`config.mk`:
```
export PLATFORM = sky130hd
export DESIGN_NAME = mfcc_context_assembler
export DESIGN_NICKNAME = d
export VERILOG_FILES = /design/src/rtl/mfcc_context_assembler.sv
export SDC_FILE = /design/constraint.sdc
export NUM_CORES = 2
export LEC_CHECK = 0
export ABC_AREA = 1
export ABC_CLOCK_PERIOD_IN_PS = 4200
export BUFFER_PORTS_ARGS = -buffer_cell sky130_fd_sc_hd__buf_2
export CORE_AREA = 2 2 534 536
export DETAILED_ROUTE_END_ITERATION = 8
export DIE_AREA = 0 0 536 538
export MAX_ROUTING_LAYER = met4
export PLACE_DENSITY = 0.56
export SKIP_CTS_REPAIR_TIMING = 1
export SYNTH_ARGS = -nofsm -noshare
export SYNTH_HDL_FRONTEND = slang
export SYNTH_SLANG_ARGS = --single-unit
```
`constraint.sdc`:
```
create_clock -name clk -period 4.2 [get_ports clk]
set_clock_uncertainty 0.2 [all_clocks]
set_input_delay 0.42 -clock clk [delete_from_list [all_inputs] [get_ports clk]]
set_output_delay 0.42 -clock clk [all_outputs]
set_load 0.01 [all_outputs]
```
`src/rtl/mfcc_context_assembler.sv`:
```
// Quantises serial MFCC coefficients, assembles frame vectors and keeps a sliding
// window of the newest NUM_FRAMES frames, emitted every `stride` frames via valid/ready.
module mfcc_context_assembler #(
  parameter int IN_WIDTH   = 32,
  parameter int ACTIV_BITS = 8,
  parameter int MAX_COEFFS = 40,
  parameter int NUM_FRAMES = 4,
  parameter int CNT_WIDTH  = 16
) (
  input  logic                                   clk,
  input  logic                                   rst_n,
  input  logic [IN_WIDTH-1:0]                    coef_in,
  input  logic                                   coef_valid,
  output logic                                   coef_ready,
  input  logic [7:0]                             num_coeffs,
  input  logic [4:0]                             quant_shift,
  input  logic [3:0]                             stride,
  input  logic                                   flush,
  output logic [NUM_FRAMES*MAX_COEFFS*ACTIV_BITS-1:0] win_data,
  output logic                                   win_valid,
  input  logic                                   win_ready,
  output logic [CNT_WIDTH-1:0]                   sat_count
);

  localparam int F   = MAX_COEFFS * ACTIV_BITS;
  localparam int W   = NUM_FRAMES * F;
  localparam int FSW = $clog2(NUM_FRAMES + 1);
  localparam logic [7:0]     MAX_NC    = 8'(MAX_COEFFS);
  localparam logic [FSW-1:0] FULL      = FSW'(NUM_FRAMES);
  localparam logic [FSW-1:0] LAST_FILL = FSW'(NUM_FRAMES - 1);
  localparam logic signed [IN_WIDTH:0] Q_MAX = (IN_WIDTH+1)'(2**(ACTIV_BITS-1) - 1);
  localparam logic signed [IN_WIDTH:0] Q_MIN = -(IN_WIDTH+1)'(2**(ACTIV_BITS-1));

  typedef enum logic {FILL, STREAM} state_t;

  state_t               state;
  logic [7:0]           idx;
  logic [7:0]           nc_q;
  logic [FSW-1:0]       frames_seen;
  logic [3:0]           stride_cnt;
  logic [F-1:0]         staging;
  logic [W-1:0]         history;

  logic [7:0]           nc_in, nc_eff;
  logic [3:0]           stride_eff;
  logic                 last, fills_now, emit_frame, xfer, complete;
  logic signed [IN_WIDTH:0] q_ext, q_rnd, q_sum, q_shr;
  logic [ACTIV_BITS-1:0] q_val;
  logic                 clip;
  logic [F-1:0]         staging_next;
  logic [W-1:0]         history_next;

  assign nc_in      = (num_coeffs == 8'd0 || num_coeffs > MAX_NC) ? MAX_NC : num_coeffs;
  assign nc_eff     = (idx == 8'd0) ? nc_in : nc_q;
  assign last       = (idx == nc_eff - 8'd1);
  assign stride_eff = (stride == 4'd0) ? 4'd1 : stride;
  assign fills_now  = (frames_seen == LAST_FILL);
  assign emit_frame = fills_now || (state == STREAM && stride_cnt == stride_eff - 4'd1);
  // Only the last coefficient of an emitting frame can stall, and only on a pending window.
  assign coef_ready = !flush && !(win_valid && last && emit_frame);
  assign xfer       = coef_valid && coef_ready;
  assign complete   = xfer && last;

  // NOTE: every always_comb output gets a default first so no latch can be inferred.
  always_comb begin
    q_ext = {coef_in[IN_WIDTH-1], coef_in};
    q_rnd = '0;
    if (quant_shift != 5'd0) q_rnd = (IN_WIDTH+1)'(1) << (quant_shift - 5'd1);
    q_sum = q_ext + q_rnd;
    q_shr = q_sum >>> quant_shift;
    clip  = 1'b1;
    if (q_shr > Q_MAX)      q_val = Q_MAX[ACTIV_BITS-1:0];
    else if (q_shr < Q_MIN) q_val = Q_MIN[ACTIV_BITS-1:0];
    else begin
      q_val = q_shr[ACTIV_BITS-1:0];
      clip  = 1'b0;
    end
  end

  always_comb begin
    staging_next = (idx == 8'd0) ? '0 : staging;
    for (int j = 0; j < MAX_COEFFS; j++)
      if (idx == 8'(j)) staging_next[j*ACTIV_BITS +: ACTIV_BITS] = q_val;
    history_next = {staging_next, history[W-1:F]};
  end

  // win_data is a capture of history so it stays put while non-emitting frames shift in.
  // NOTE: sequential state uses non-blocking assignments so all registers update together.
  always_ff @(posedge clk or negedge rst_n) begin
    if (!rst_n) begin
      state       <= FILL;
      idx         <= '0;
      nc_q        <= MAX_NC;
      frames_seen <= '0;
      stride_cnt  <= '0;
      staging     <= '0;
      history     <= '0;
      win_data    <= '0;
      win_valid   <= 1'b0;
      sat_count   <= '0;
    end else if (flush) begin
      state       <= FILL;
      idx         <= '0;
      frames_seen <= '0;
      stride_cnt  <= '0;
      staging     <= '0;
      history     <= '0;
      win_data    <= '0;
      win_valid   <= 1'b0;
    end else begin
      if (xfer) begin
        staging <= staging_next;
        if (idx == 8'd0) nc_q <= nc_in;
        idx <= complete ? 8'd0 : idx + 8'd1;
        if (clip && sat_count != '1) sat_count <= sat_count + CNT_WIDTH'(1);
      end
      if (win_valid && win_ready) win_valid <= 1'b0;
      if (complete) begin
        history <= history_next;
        if (frames_seen != FULL) frames_seen <= frames_seen + FSW'(1);
        if (fills_now) begin
          state      <= STREAM;
          stride_cnt <= '0;
          win_valid  <= 1'b1;
          win_data   <= history_next;
        end else if (state == STREAM) begin
          if (stride_cnt == stride_eff - 4'd1) begin
            stride_cnt <= '0;
            win_valid  <= 1'b1;
            win_data   <= history_next;
          end else begin
            stride_cnt <= stride_cnt + 4'd1;
          end
        end
      end
    end
  end

endmodule
```
After elaboration in Yosys (flattened, before gate mapping):

Cells that the tools add are included.

* register bits after elaboration: 2921
* bits in latches: 0
* memory bits (writable): 0
* bits in read-only memories: 0
* input port bits: 54
* output and inout port bits: 1298
* word-level logic and storage cells: 174
* memories: 0

* add/subtract/negate cells: 8
* $mul: 0
* div/mod/pow operators: 0
* order comparisons: 3
* equality and inequality tests: 44
* shift operators: 2
* muxes and demuxes: 78
* bitwise operators: 1
* reduce and logical (&&, ||, !) cells: 28

Operator list (number)
* two-way mux 1280 bit: 7
* two-way mux 320 bit: 3
* two-way mux 8 bit: 47
* == test 8 x 5 -> 1 bit, second input constant: 16
* == test 8 x 4 -> 1 bit, second input constant: 8
* == test 8 x 6 -> 1 bit, second input constant: 8
* adder 32 x 33 -> 33 bit: 1
* > comparator 33 x 8 -> 1 bit, second input constant: 1
* < comparator 33 x 8 -> 1 bit, second input constant: 1
* two-way mux 33 bit: 1
* << shifter 1 x 5 -> 33 bit, first input constant: 1
* >>> shifter 33 x 5 -> 33 bit: 1
* == test 8 x 3 -> 1 bit, second input constant: 4
* two-way mux 4 bit: 6
* adder 16 x 1 -> 16 bit, second input constant: 1
* == test 8 x 2 -> 1 bit, second input constant: 2
* logical NOT 8 bit: 2
* inequality test 16 bit, second input constant: 1
* two-way mux 1 bit: 11
* two-way mux 3 bit: 3
* adder 8 x 1 -> 8 bit, second input constant: 1
* == test 8 x 1 -> 1 bit, second input constant: 1
* == test 8 bit: 1
* > comparator 8 x 6 -> 1 bit, second input constant: 1
* 18 further kinds: 35

Logic depth before layout (Yosys ltp):

* depth after elaboration: 15
* depth in mapped cells: 41

Worst setup path after synthesis:

No wires, ideal clock.

* path kind: input port to flip-flop
* start: input port quant_shift[3]
* end: register staging[315]
* library setup time: 0.118 ns
* data arrival time: 4.901 ns
* required time: 3.882 ns
* slack: -1.019 ns
* stages: 38
* path buffers: 6
* cells stage by stage: inv_1 > clkbuf_1 > buf_1 > nand2_1 > nand2_1 > nand2_1 > nor2_1 > ha_1 > inv_1 > fa_1 > inv_1 > nand2_1 > nand2_1 > nand3_1 > nand2_1 > nand2_1 > nand2_1 > nand2_1 > [2 not listed] > inv_2 > nand2_1 > buf_2 > nand2_1 > nand2_1 > nand2_1 > nand2_1 > nor2_1 > nand2_1 > nor2_1 > nand2_1 > nand3_1 > buf_2 > clkbuf_1 > buf_2 > nand3_1 > nand3_1 > nand2_1

* longest elaborated chain between the ends: 11
* elaborated cells between the ends (all ways): 13

Ends and longest elaborated chain
* start: declaration: line 16 `input logic [4:0] quant_shift,`
* subtractor 5 x 1 -> 5 bit: line 68 `if (quant_shift != 5'd0) q_rnd = (IN_WIDTH+1)'(1) << (quant_shift - 5'd1);`
* << shifter 1 x 5 -> 33 bit: line 68
* two-way mux 33 bit: line 68
* adder 32 x 33 -> 33 bit: line 69 `q_sum = q_ext + q_rnd;`
* >>> shifter 33 x 5 -> 33 bit (*): line 70 `q_shr = q_sum >>> quant_shift;`
* < comparator 33 x 8 -> 1 bit: line 73 `else if (q_shr < Q_MIN) q_val = Q_MIN[ACTIV_BITS-1:0];`
* two-way mux 8 bit: line 73
* two-way mux 8 bit (*): line 72 `if (q_shr > Q_MAX) q_val = Q_MAX[ACTIV_BITS-1:0];`
* two-way mux 8 bit (*): line 83 `if (idx == 8'(j)) staging_next[j*ACTIV_BITS +: ACTIV_BITS] = q_val;`
* two-way mux 320 bit (*): line 111 `if (xfer) begin`
* two-way mux 320 bit (*): line 101 `end else if (flush) begin`
* end signal: assignment: line 112 `staging <= staging_next;`
* end: declaration: line 41 `logic [F-1:0] staging;`

Mark *: on every way between the ends. The rest lies on a longest branch, timed or not. The select of a mux whose other input is x is not followed.
A chain may end at the register's enable or synchronous reset.

Worst setup path after layout:

* start: register idx[6]
* end: output port coef_ready

* longest elaborated chain between the ends: 8

Ends and longest elaborated chain
* start: declaration: line 37 `logic [7:0] idx;`
* start signal: assignment: line 114 `idx <= complete ? 8'd0 : idx + 8'd1;`
* logical NOT 8 bit: line 54 `assign nc_eff = (idx == 8'd0) ? nc_in : nc_q;`
* two-way mux 8 bit
* subtractor 8 x 1 -> 8 bit: line 55 `assign last = (idx == nc_eff - 8'd1);`
* == test 8 bit (*): line 55
* logical AND 1 bit (*) (2 in series): line 60 `assign coef_ready = !flush && !(win_valid && last && emit_frame);`
* logical NOT 1 bit (*): line 60
* logical AND 1 bit (*): line 60
* end: declaration: line 14 `output logic coef_ready,`

Mark *: on every way between the ends. The rest lies on a longest branch, timed or not.

==> flow_summary.json <==
{
  "fin_ws_ns": -0.171,
  "setup-violations-final": 382,
  "gp_congestion": 0.918,
  "pwr-share-clk_pct": 45.9,
  "drt_iter0_markers": 9354,
  "r2r_cells": 25,
  "synth_ff_type": "dfrtp_1",
  "drc_errors": 0,
  "fp.dieW_um": 536,
  "p_int_mw": 41.7,
  "antenna_found_initial": 26,
  "whs_ns": 0.0660,
  "critical_path_class": "reg -> out",
  "drive_gt1_share_pct": 20.3,
  "finalHoldViolations": 0,
  "vias": 98351,
  "yosysWarningCount": 0,
  "num_rows": 196,
  "max_freq_ghz": 0.229,
  "synthDistinctLibCells": 45,
  "ys_ff_latch": 2601,
  "gr-usage-all-layers_pct": 30.0,
  "ys_seq_area_share_pct": 58.5,
  "synth-edff-count": 0,
  "ioPinCount": 1352,
  "finalCriticalPeriod_ns": 4.37,
  "wl_per_cell_um": 23.2,
  "nNetsFinal": 14929,
  "start_util_pct": 39.3,
  "synthArstFlopShare_pct": 100,
  "grt_max_degree": 182,
  "power.density_mw_per_mm2": 402,
  "cp.required_ns": 3.58,
  "postRouteAntennaNets": 0,
  "drtPass1Iterations": 8,
  "slew_headroom_pct": 30.9,
  "port_buffers": 1351,
  "arrival_ns": 3.75,
  "syn-mean-instance-area_um2": 8.38,
  "cts_buffers": 293,
  "clk_pin_slew_ns": 0.07,
  "critPathMaxFanout": 5,
  "final_cell_area_mm2": 0.140,
  "drt_wl_total_um": 437000,
  "drt-vias-per-instance": 5.22,
  "area_growth_pct": 26.3,
  "grt_pass1_vias": 92299,
  "worst_hold_path_type": "in -> reg",
  "netlist_area_mm2": 0.111,
  "maxCapViolCount": 0,
  "die_area_mm2": 0.288,
  "root_buffer": "clkbuf_16",
  "grt_overflow": 0,
  "ir_drop_uv": 298,
  "worstSkewPairLatency_ns": 0.92,
  "syn-num-nets": 13365,
  "combPwrFrac_pct": 9.2,
  "endpoint_kind": "output port",
  "place_area_mm2": 0.127,
  "finalCritPeriodShare_pct": 104,
  "power.switching_mw": 14.7,
  "htree_levels": 5,
  "clkSinkCount": 2601,
  "cts_buffer_depth": 4,
  "status": "complete, but fails checks",
  "tightest_slew_ns": 1.04,
  "seqPwrFrac_pct": 44.9,
  "min_path_cells": 6,
  "failed_checks": "negative setup slack",
  "syn_inst": 13267,
  "place_hpwl_um": 309000,
  "finalPower_mw": 56.4,
  "dieHeight_um": 538,
  "rsz0062_at_grt": "true",
  "cts_tree": "yes",
  "drv_slew": 0,
  "netSwitchingFraction_pct": 26.1,
  "coreArea_mm2": 0.283,
  "grt_pass1_wl_um": 631000,
  "cp-start-kind": "flip-flop",
  "p_leak_nw": 74.3
}
[placed cells by master (no fill, tap or decap), types with 28 or more instances in the layout]
| cell | n |
|---|---|
| a21oi_1 | 317 |
| buf_12 | 222 |
| buf_2 | 1345 |
| buf_4 | 532 |
| clkbuf_1 | 79 |
| clkbuf_16 | 315 |
| clkbuf_8 | 67 |
| clkinv_2 | 29 |
| dfrtp_1 | 2599 |
| ha_1 | 28 |
| inv_1 | 534 |
| nand2_1 | 4929 |
| nand2_2 | 90 |
| nand3_1 | 1470 |
| nand3_2 | 171 |
| nand3_4 | 57 |
| nand3b_1 | 34 |
| nor2_1 | 354 |
| nor2_2 | 33 |
| o21ai_0 | 812 |
| o21ai_1 | 726 |
[cell families after synthesis]
family	after synthesis	synth area share, %
buffers and inverters	1449	5.45
AND/OR/NAND/NOR	7234	26.6
XOR/XNOR	39	0.307
flip-flops	2601	58.5
other	1	0.00337
adder cells (fa/ha/maj)	44	0.502
AO/OA/AOI/OAI	1898	8.61
multiplexers	1	0.00900
[flip-flops by register name, indices dropped and copies added, names as in the netlist, 3 cells and up]
name / flops
win_data: 1280
history: 960
staging: 320
sat_count: 16
idx: 8
nc_q: 8
stride_cnt: 4
frames_seen: 3
[through the flow]
stage          utilization [%]  worst slack, ns  cells  setup TNS (ns)
2_1_floorplan                -           -0.168  13267         -103.88
3_3_place_gp              45.0            -1.11  18237         -863.59
3_5_place_dp              45.0            -1.14  18237         -932.96
4_1_cts                   48.4           -0.591  18750         -139.47
5_1_grt                   49.6           -0.357  18826         -327.82
6_report                  49.6           -0.171  18828           -7.77
[power by group through the flow]
| stage | Combinational (mW) | Sequential [mW] | Clock [mW] |
|---|---|---|---|
| finish | 5.21 | 25.3 | 25.9 |
| global route | 5.58 | 25.3 | 27.3 |
| CTS | 4.73 | 25.3 | 26.3 |
| detailed placement | 4.72 | 25.8 | 0 |
| global placement | 4.72 | 25.8 | 0 |
| floorplan | 2.07 | 25.8 | 0 |
[cells in the mapped netlist, types with 2 or more instances]
library cell,number,area share (%)
nand3b_1,34,0.23
and2_1,2,0.011
o21ai_0,817,3.7
dfrtp_1,2599,58
nand4_1,22,0.12
nand3_1,1698,7.6
xnor2_1,13,0.10
buf_2,300,1.4
a21oi_1,329,1.5
nor4_1,3,0.017
inv_2,8,0.027
nor2_1,401,1.4
a22oi_1,4,0.027
clkbuf_1,526,1.8
o21ai_1,722,3.2
xor2_1,26,0.20
dfstp_2,2,0.047
buf_6,33,0.33
nor2_2,2,0.011
nor2_8,2,0.036
or2_2,5,0.028
inv_1,544,1.8
ha_1,43,0.48
o21a_1,2,0.013
nor3_1,14,0.063
o211ai_1,16,0.11
buf_1,36,0.12
nand2_1,5046,17
nand2_2,2,0.011
[worst max-delay path: stages, from the launching register on]
cell and delay [ns]:
dfrtp_1 0.38, or2_4 0.28, nor2_4 0.13, nand2_4 0.08
nor2_8 0.17, nand3_2 0.11, nor2_4 0.17, a22oi_2 0.08
ha_1 0.32, or2_2 0.28, nand4_1 0.09, a21oi_1 0.04
and2_1 0.15, nand3_2 0.07, nor2_4 0.06, a31oi_4 0.19
buf_6 0.12, buf_8 0.12
[worst paths after layout]
check,from,to,slack [ns]
worst max-delay path,idx[6],coef_ready,-0.17
worst min-delay path,num_coeffs[0],nc_q[5],0.07
worst max register to register,idx[6],win_data[284],-0.07
worst min register to register,win_data[37],win_data[37],0.27
max in group asynchronous,rst_n,win_data[97],2.53
min in group asynchronous,rst_n,win_data[373],0.19
[cell type report]
| type | instances | area, µm² |
|---|---|---|
| Clock buffer | 442 | 8630 |
| Inverter | 553 | 2130 |
| Tap cell | 3762 | 4710 |
| Timing Repair Buffer | 2165 | 16400 |
| Clock inverter | 71 | 903 |
| Multi-Input combinational cell | 9217 | 42600 |
| Fill cell | 27101 | 143000 |
| Antenna cell | 17 | 42.5 |
| Sequential cell | 2601 | 65100 |
[per-layer routing]
metal	GRT usage (%)	routed length (µm)	up-vias	share of wire, %
li1	-	-	46102	-
met1	39.2	184000	48081	42
met2	45.4	199000	3505	46
met3	7.21	36000	663	8.2
met4	10.7	18200	0	4.2
met5	-	0	-	0
(Power assumes the default switching activity.)
